## config.mk

```make
export PLATFORM = sky130hd
export DESIGN_NAME = axi_wr_burst_arbiter
export DESIGN_NICKNAME = d
export VERILOG_FILES = /design/src/rtl/axi_wr_burst_arbiter.sv
export SDC_FILE = /design/constraint.sdc
export NUM_CORES = 1
export LEC_CHECK = 0
export CAP_MARGIN = 20
export CORE_ASPECT_RATIO = 0.9
export CORE_MARGIN = 4
export CORE_UTILIZATION = 45
export CTS_BUF_LIST = sky130_fd_sc_hd__clkbuf_8
export CTS_CLUSTER_SIZE = 16
export DETAILED_ROUTE_END_ITERATION = 6
export PLACE_DENSITY = 0.76
export RECOVER_POWER = 25
export SLEW_MARGIN = 0
export SYNTH_ARGS = -nofsm -noshare
export SYNTH_HDL_FRONTEND = slang
export SYNTH_SLANG_ARGS = --single-unit
```

## constraint.sdc

```tcl
create_clock -name clk -period 2.5 [get_ports clk]
set_input_delay 0.5 -clock clk [delete_from_list [all_inputs] [get_ports clk]]
set_output_delay 0.5 -clock clk [all_outputs]
set_load 0.02 [all_outputs]
```

## src/rtl/axi_wr_burst_arbiter.sv

```systemverilog
// Round-robin AXI write-channel arbiter: one master owns AW, W and B for a whole burst.
// Only handshake/steering is produced here; grant_idx selects the external payload muxes.
module axi_wr_burst_arbiter #(
  parameter int NUM_MST = 2,
  parameter int LEN_W   = 8,
  parameter int IDX_W   = (NUM_MST > 1) ? $clog2(NUM_MST) : 1
) (
  input  logic                     clk,
  input  logic                     rst,
  input  logic [NUM_MST-1:0]       m_awvalid,
  input  logic [NUM_MST*LEN_W-1:0] m_awlen,
  output logic [NUM_MST-1:0]       m_awready,
  input  logic [NUM_MST-1:0]       m_wvalid,
  input  logic [NUM_MST-1:0]       m_wlast,
  output logic [NUM_MST-1:0]       m_wready,
  output logic [NUM_MST-1:0]       m_bvalid,
  input  logic [NUM_MST-1:0]       m_bready,
  output logic                     s_awvalid,
  input  logic                     s_awready,
  output logic                     s_wvalid,
  output logic                     s_wlast,
  input  logic                     s_wready,
  input  logic                     s_bvalid,
  output logic                     s_bready,
  output logic [IDX_W-1:0]         grant_idx,
  output logic                     busy,
  output logic                     len_err
);

  typedef enum logic [1:0] {S_IDLE, S_AW, S_W, S_B} state_t;

  state_t           r_state;
  logic [IDX_W-1:0] r_ptr;
  logic [IDX_W-1:0] r_grant;
  logic [LEN_W:0]   r_beat_cnt;
  logic [LEN_W-1:0] r_len;
  logic             r_len_err;
  logic             r_err_seen;

  logic [LEN_W-1:0] w_len_arr [NUM_MST];
  logic [IDX_W-1:0] w_pick;
  logic             w_any;
  logic             w_aw_hs;
  logic             w_w_hs;
  logic             w_b_hs;
  logic             w_at_len;

  for (genvar g = 0; g < NUM_MST; g++) begin : g_len
    assign w_len_arr[g] = m_awlen[g*LEN_W +: LEN_W];
  end

  // Search starts at the round-robin pointer and wraps back to master 0.
  always_comb begin
    int j;
    j      = 0;
    w_any  = 1'b0;
    w_pick = r_ptr;
    for (int k = 0; k < NUM_MST; k++) begin
      j = int'(r_ptr) + k;
      if (j >= NUM_MST) j = j - NUM_MST;
      if (!w_any && m_awvalid[j[IDX_W-1:0]]) begin
        w_any  = 1'b1;
        w_pick = j[IDX_W-1:0];
      end
    end
  end

  // Steering is gated by state so an asynchronous reset silences every handshake at once.
  always_comb begin
    m_awready = '0;
    m_wready  = '0;
    m_bvalid  = '0;
    s_awvalid = 1'b0;
    s_wvalid  = 1'b0;
    s_wlast   = 1'b0;
    s_bready  = 1'b0;
    case (r_state)
      S_AW: begin
        s_awvalid          = m_awvalid[r_grant];
        m_awready[r_grant] = s_awready;
      end
      S_W: begin
        s_wvalid          = m_wvalid[r_grant];
        s_wlast           = m_wlast[r_grant];
        m_wready[r_grant] = s_wready;
      end
      S_B: begin
        m_bvalid[r_grant] = s_bvalid;
        s_bready          = m_bready[r_grant];
      end
      default: ;
    endcase
  end

  assign w_aw_hs  = s_awvalid & s_awready;
  assign w_w_hs   = s_wvalid & s_wready;
  assign w_b_hs   = s_bvalid & s_bready;
  assign w_at_len = (r_beat_cnt == {1'b0, r_len});

  always_ff @(posedge clk or posedge rst) begin
    if (rst) begin
      r_state    <= S_IDLE;
      r_ptr      <= '0;
      r_grant    <= '0;
      r_beat_cnt <= '0;
      r_len      <= '0;
      r_len_err  <= 1'b0;
      r_err_seen <= 1'b0;
    end else begin
      r_len_err <= 1'b0;
      case (r_state)
        S_IDLE: begin
          if (w_any) begin
            r_grant <= w_pick;
            r_len   <= w_len_arr[w_pick];
            r_state <= S_AW;
          end
        end
        S_AW: begin
          if (w_aw_hs) begin
            r_beat_cnt <= '0;
            r_err_seen <= 1'b0;
            r_state    <= S_W;
          end
        end
        S_W: begin
          if (w_w_hs) begin
            if (r_beat_cnt != '1) r_beat_cnt <= r_beat_cnt + 1'b1;
            // r_beat_cnt counts beats before this one, so the final beat sits at r_len.
            if (s_wlast) begin
              r_state <= S_B;
              if (!w_at_len && !r_err_seen) begin
                r_len_err  <= 1'b1;
                r_err_seen <= 1'b1;
              end
            end else if (w_at_len && !r_err_seen) begin
              r_len_err  <= 1'b1;
              r_err_seen <= 1'b1;
            end
          end
        end
        S_B: begin
          if (w_b_hs) begin
            if (r_grant == IDX_W'(NUM_MST - 1)) r_ptr <= '0;
            else                                r_ptr <= r_grant + IDX_W'(1);
            r_state <= S_IDLE;
          end
        end
        default: r_state <= S_IDLE;
      endcase
    end
  end

  assign grant_idx = r_grant;
  assign busy      = (r_state != S_IDLE);
  assign len_err   = r_len_err;

endmodule
```

==> flow_summary_export.csv, run 1 <==
group,metric,value,unit
yosys,ys_seq_area_share,39.62,%
route,wirelength,3374,um
sta,finClkSkew,0.001272,ns
yosys,synth_cells,151,
floorplan,core-area,3067,um2
floorplan,ioPinCount,42,
yosys,yosys-mux-area-fraction,10.94,%
power,powerDensity,955.6,nW/um2
sta,worstMarginPinSlew,1.216,ns
sta,fin_crit,2.420,ns
route,ant_nets,0,
yosys,yosysUniqueCellTypes,38,
finish,mostFrequentLayoutCell,"clkdlybuf4s50_1",
setup_path,path_max_fanout,11,
yosys,synth-simple-area-share,18.35,%
placement,place.gp.congestion,0.8690,
clock_network,post-cts-setup-buffers,0,
clock_network,cts_sinks,23,
setup_path,critPathKind,"register to output port",
setup_path,max_stage_delay,0.54,ns
clock_network,cts_tree,"built",
job,drv_cap,0,
floorplan,rows,19,
finish,drive_gt1_share,12.50,%
floorplan,initial_core_util,47.37,%
yosys,syn_nets,186,
route,vias,1258,
sta,max_freq,0.4132,GHz
clock_network,ctsLongestPathBuffers,2,
yosys,synth-xor-area-share,8.441,%
worst_hold_path,hp-class,"register to register",
power,p_comb_share,54.7,%
grt,grt_usage,17.57,%
grt,grt_pass1_wl,5492,um
setup_path,slowest_stage,"clkdlybuf4s50_1",
clock_network,cts_inserted_buffers,3,
setup_path,cp-start-kind,"register",
power,ir_drop,0.0005142,V
sta,rsz0062_at_grt,"no",
setup_path,critPathCaptureType,"output port",
placement,portBuffers,41,
power,total_power,0.001917,W
sta,finalSetupViolations,0,
power,seq_power_share,33.0,%
finish,n_antenna_cell,0,
sta,fin_tns_setup,0,ns
clock_network,cts_hold_buf,0,
status,status,"complete, no violations",
finish,mostFrequentLayoutCells,"clkdlybuf4s50_1, dfrtp_1, nor2_1, nand2_1",
power,netSwitchingPower,0.0007951,W
floorplan,die_area,4202,um2
route,drt_iter0_markers,57,
yosys,synth_edf_count,0,
yosys,synth_compound_area_share,13.09,%
clock_network,cts.clk_slew.worst_paths,0.08,ns
route,viasPerCell,5.198,
power,swShare,41.49,%
setup_path,path_cells,"mux2_2 -> and2_1 -> clkdlybuf4s50_1",
setup_path,worstPathRequired,2.00,ns
route,drc_errors,0,
yosys,synthFlopType,"dfrtp_1",
floorplan,dieHeight,61.90,um
grt,grt_start_max_net_pins,24,
sta,hold_viol,0,
power,p_leak,0.8837,nW
yosys,synth_top_family_by_area,"simple AND/OR/NAND/NOR gates",
finish,finalNetCount,236,
clock_network,htree_levels,1,
sta,slew_viol_final,0,
route,wl_per_cell,13.94,um
placement,dpl.hpwl,2726,um
power,clkPwrFrac,12.3,%
yosys,syn_area_per_cell,9.620,um2
grt,globalRoute.totalOverflow,0,
route,dr.pass1.iters,4,
grt,antenna_found_initial,0,
yosys,ys_ff_latch,23,
finish,area_growth,38.07,%
sta,slew_headroom,18.93,%
clock_network,clockRootBuffer,"clkbuf_8",
yosys,yosysWarnings,0,
sta,min_period_over_period,96.80,%
yosys,synth_async_sr_flop_share,100.0,%
clock_network,clk_latency,0.27,ns
yosys,synth_area,1453,um2
floorplan,die_w,67.89,um
yosys,synth-adder-area-share,5.857,%
power,p_int,0.001122,W
setup_path,cp.arrival,1.92,ns
grt,grt_pass1_vias,1224,
==> power by group through the flow <==
| stage | Clock (W) | Combinational, W | Sequential [W] |
|---|---|---|---|
| 2_1_floorplan | 0 | 0.000729 | 0.000591 |
| 3_3_place_gp | 0 | 0.00101 | 0.000628 |
| 3_5_place_dp | 0 | 0.00104 | 0.000636 |
| 4_1_cts | 0.000242 | 0.00105 | 0.000630 |
| 5_1_grt | 0.000256 | 0.00116 | 0.000653 |
| 6_report | 0.000235 | 0.00105 | 0.000633 |
==> per-layer routing <==
layer	track usage, %	routed length [um]
met5	0	0
met4	5.099	0
met3	3.777	146
met2	29.96	1746
met1	22.67	1481
==> worst max-delay path: cells and delay by family (launching register included) <==
| kind | cells | cell delay, ns |
|---|---|---|
| flops | 1 | 0.52 |
| simple gates | 1 | 0.19 |
| buf+inv | 1 | 0.54 |
| mux | 1 | 0.40 |
==> flip-flops by register name, summed over array words and instances, names as in the netlist <==
| signal | flops |
|---|---|
| grant_idx | 1 |
| len_err | 1 |
| r_beat_cnt | 9 |
| r_err_seen | 1 |
| r_len | 8 |
| r_ptr | 1 |
| r_state | 2 |
==> cell families after synthesis <==
kind of cell	Yosys count
buffers and inverters	12
adders and majority gates	7
muxes	15
xor gates and xnor gates	14
and+or+nand+nor	53
DFF	23
AOI/OAI and AO/OA	27
==> area by class of cell <==
cell class	count	area [um2]
clock buffer	3	41.29
tap	42	52.55
timing repair buffer	48	459.2
multi-input combinational	116	834.6
inverter	9	33.78
fill	244	1061
clock inverter	1	7.507
sequential	23	576.8
==> through the flow <==
| step | cells | area, um2 | hold WS [ns] | worst slack (ns) | util [%] |
|---|---|---|---|---|---|
| 5_1_grt | 242 | 2006 | 0.5579 | 0.0002836 | 65.40 |
| 3_5_place_dp | 238 | 1948 | 0.4983 | 0.03698 | 63.53 |
| 2_1_floorplan | 151 | 1453 | 0.4692 | 0.3231 | - |
| 4_1_cts | 242 | 1998 | 0.5179 | 0.03179 | 65.16 |
| 6_report | 242 | 2006 | 0.5146 | 0.08010 | 65.40 |
| 3_3_place_gp | 238 | 1948 | 0.4916 | 0.06736 | 63.53 |
==> path summary, 6_finish.rpt <==
path | cells past startpoint | slack (ns) | to | start
min in group asynchronous | 3 | 1.05 | r_state[1] | rst
min reg2reg | 2 | 0.51 | r_len[0] | r_len[0]
min | 2 | 0.51 | r_len[0] | r_len[0]
max | 3 | 0.08 | s_wlast | grant_idx
max in group asynchronous | 3 | 0.65 | grant_idx | rst
max reg2reg | 8 | 0.11 | r_beat_cnt[6] | r_beat_cnt[3]
==> Yosys cell counts (2+ instances only) <==
library cell / instances / share of area (%)
xor2_1: 6 / 3.6
o21ai_0: 10 / 3.4
dfrtp_1: 23 / 40
nor2_1: 16 / 4.1
mux2_2: 4 / 3.1
nand2_1: 13 / 3.4
mux2i_1: 10 / 6.9
nand4_1: 4 / 1.7
a21oi_1: 4 / 1.4
a31oi_1: 3 / 1.3
nand3_1: 5 / 1.7
inv_1: 9 / 2.3
and3_1: 3 / 1.3
and3b_1: 2 / 1.2
a22o_2: 2 / 1.4
ha_1: 6 / 5.2
and2_1: 3 / 1.3
xnor2_1: 8 / 4.8
==> repair_timing <==
item / 4_1_cts / 5_1_grt
endpoints found under the hold margin: 0 / 0
gates resized for setup: 1 / 2
endpoints found under the setup margin: 2 / 3
No activity file was read; power rests on OpenSTA's default activity.
==> run 2: changes to the inputs <==
- CTS_BUF_LIST: sky130_fd_sc_hd__clkbuf_8 -> sky130_fd_sc_hd__clkbuf_2 sky130_fd_sc_hd__clkbuf_4 sky130_fd_sc_hd__clkbuf_8
- GPL_ROUTABILITY_DRIVEN: default -> 0
==> run 2 against run 1 <==
  * Sequential power down 1%
  * Core utilization up 0.20 points
  * Clock power down 23%
  * Clock skew up 0.0012 ns
  * Fmax up 0.50%
  * Sequential share of layout area about the same
  * Non-clock buffer count up 2
  * Critical path depth up 1
  * Total power down 1.7%
  * Critical path type is now primary input to output port
  * Largest cell class unchanged
  * Largest power group unchanged
==> flow_summary_export.csv, run 2 (synthesis gave the netlist of run 1 again) <==
group,metric,value,unit
setup_path,critPathKind,"primary input to output port",
worst_hold_path,hp-class,"register to register",
floorplan,die_w,67.89,um
clock_network,clockRootBuffer,"clkbuf_4",
route,ant_nets,0,
sta,fin_crit,2.408,ns
setup_path,critPathCaptureType,"output port",
sta,holdWs,0.5241,ns
route,drc_errors,0,
job,drv_cap,0,
setup_path,worstPathRequired,2.00,ns
finish,largest_reg_flops,9,
finish,seqCellArea,578.1,um2
setup_path,path_max_fanout,3,
placement,dpl.hpwl,2726,um
power,ir_drop,0.0005954,V
finish,n_antenna_cell,0,
finish,mostFrequentLayoutCells,"clkdlybuf4s50_1, dfrtp_1, nor2_1, nand2_1",
clock_network,ctsLongestPathBuffers,2,
route,viasPerCell,5.184,
floorplan,initial_core_util,47.37,%
finish,reg_top3,"r_beat_cnt: 9 flops, r_len: 8 flops, r_state: 2 flops",
route,wl_per_cell,14.23,um
clock_network,cts_inserted_buffers,3,
sta,min_period_over_period,96.31,%
finish,drive_gt1_share,13.86,%
finish,fillCellCount,238,
clock_network,cts_hold_buf,0,
sta,hold_viol,0,
sta,max_freq,0.4153,GHz
power,p_leak,0.9729,nW
grt,grt_usage,17.80,%
floorplan,core-area,3067,um2
clock_network,cts_tree,"built",
floorplan,ioPinCount,42,
route,vias,1265,
finish,mostFrequentLayoutCell,"clkdlybuf4s50_1",
clock_network,htree_levels,1,
floorplan,dieHeight,61.90,um
setup_path,cp-start-kind,"primary input",
floorplan,die_area,4202,um2
route,wirelength,3471,um
finish,regMostFlops,"r_beat_cnt",
grt,grt_pass1_wl,5526,um
grt,globalRoute.totalOverflow,0,
sta,slew_headroom,17.72,%
finish,multi_input_area,834.6,um2
clock_network,cts_sinks,23,
grt,antenna_found_initial,0,
clock_network,cts.clk_slew.worst_paths,0.13,ns
route,drt_iter0_markers,77,
sta,rsz0062_at_grt,"no",
sta,slew_viol_final,0,
finish,area_growth,38.50,%
clock_network,clk_latency,0.32,ns
finish,finalNetCount,238,
power,powerDensity,936.8,nW/um2
floorplan,rows,19,
setup_path,cp.arrival,1.91,ns
sta,finClkSkew,0.002506,ns
status,status,"complete, no violations",
placement,preCtsSetupSlack,0.03698,ns
grt,grt_start_max_net_pins,24,
placement,portBuffers,41,
route,dr.pass1.iters,4,
sta,finalSetupViolations,0,
sta,worstMarginPinSlew,1.234,ns
grt,grt_pass1_vias,1214,
sta,final.setup.worst_slack,0.09218,ns
run 2: final timing paths:
| path | slack, ns | cells after the start | start | to |
|---|---|---|---|---|
| max | 0.09 | 4 | m_wvalid[0] | s_wvalid |
| min in group asynchronous | 1.00 | 3 | rst | r_state[1] |
| min reg2reg | 0.52 | 2 | r_len[0] | r_len[0] |
| min | 0.52 | 2 | r_len[0] | r_len[0] |
| max in group asynchronous | 0.69 | 3 | rst | r_beat_cnt[3] |
| max reg2reg | 0.11 | 8 | r_beat_cnt[3] | r_beat_cnt[6] |
run 2: through the flow:
step / instance area, um2 / util, % / cells / setup TNS (ns) / power (W)
2_1_floorplan: 1453 / - / 151 / 0 / 0.001320
3_3_place_gp: 1948 / 63.53 / 238 / 0 / 0.001636
3_5_place_dp: 1948 / 63.53 / 238 / 0 / 0.001677
4_1_cts: 1978 / 64.50 / 242 / -0.001369 / 0.001864
5_1_grt: 2012 / 65.61 / 244 / 0 / 0.002033
6_report: 2012 / 65.61 / 244 / 0 / 0.001885
run 2: area by class of cell:
type / instances / area share [%]
flip-flops and latches: 23 / 28.73
well taps: 42 / 2.612
clock inverters: 1 / 0.3731
repair buffers: 50 / 24.00
multi-input cells: 116 / 41.48
clock buffers: 3 / 1.119
inverters: 9 / 1.679
run 2: repair_timing:
action,CTS,global route
gates cloned,0,0
resized for setup,2,8
setup buffers,0,2
setup endpoints to repair,4,8
run 2: critical path, cell delays in order:
cell and delay [ns]:
clkdlybuf4s50_1 0.44, mux2i_4 0.20, and2b_2 0.23, clkdlybuf4s50_1 0.53
run 2: report_power, final:
group / internal (W) / leakage (nW) / switching, W
sequential: 0.000494 / 0.298 / 0.000131
combinational: 0.000521 / 0.661 / 0.000557
clock: 0.0000612 / 0.0139 / 0.000119
total: 0.00108 / 0.973 / 0.000808
run 2: per-layer routing:
metal  vias up  wire length [um]  global-route usage [%]
met5         -                 0                       0
met4         0                57                   6.232
met3         7               153                   4.317
met2        33              1704                   29.96
met1       595              1555                   22.56
li1        630                 -                       -
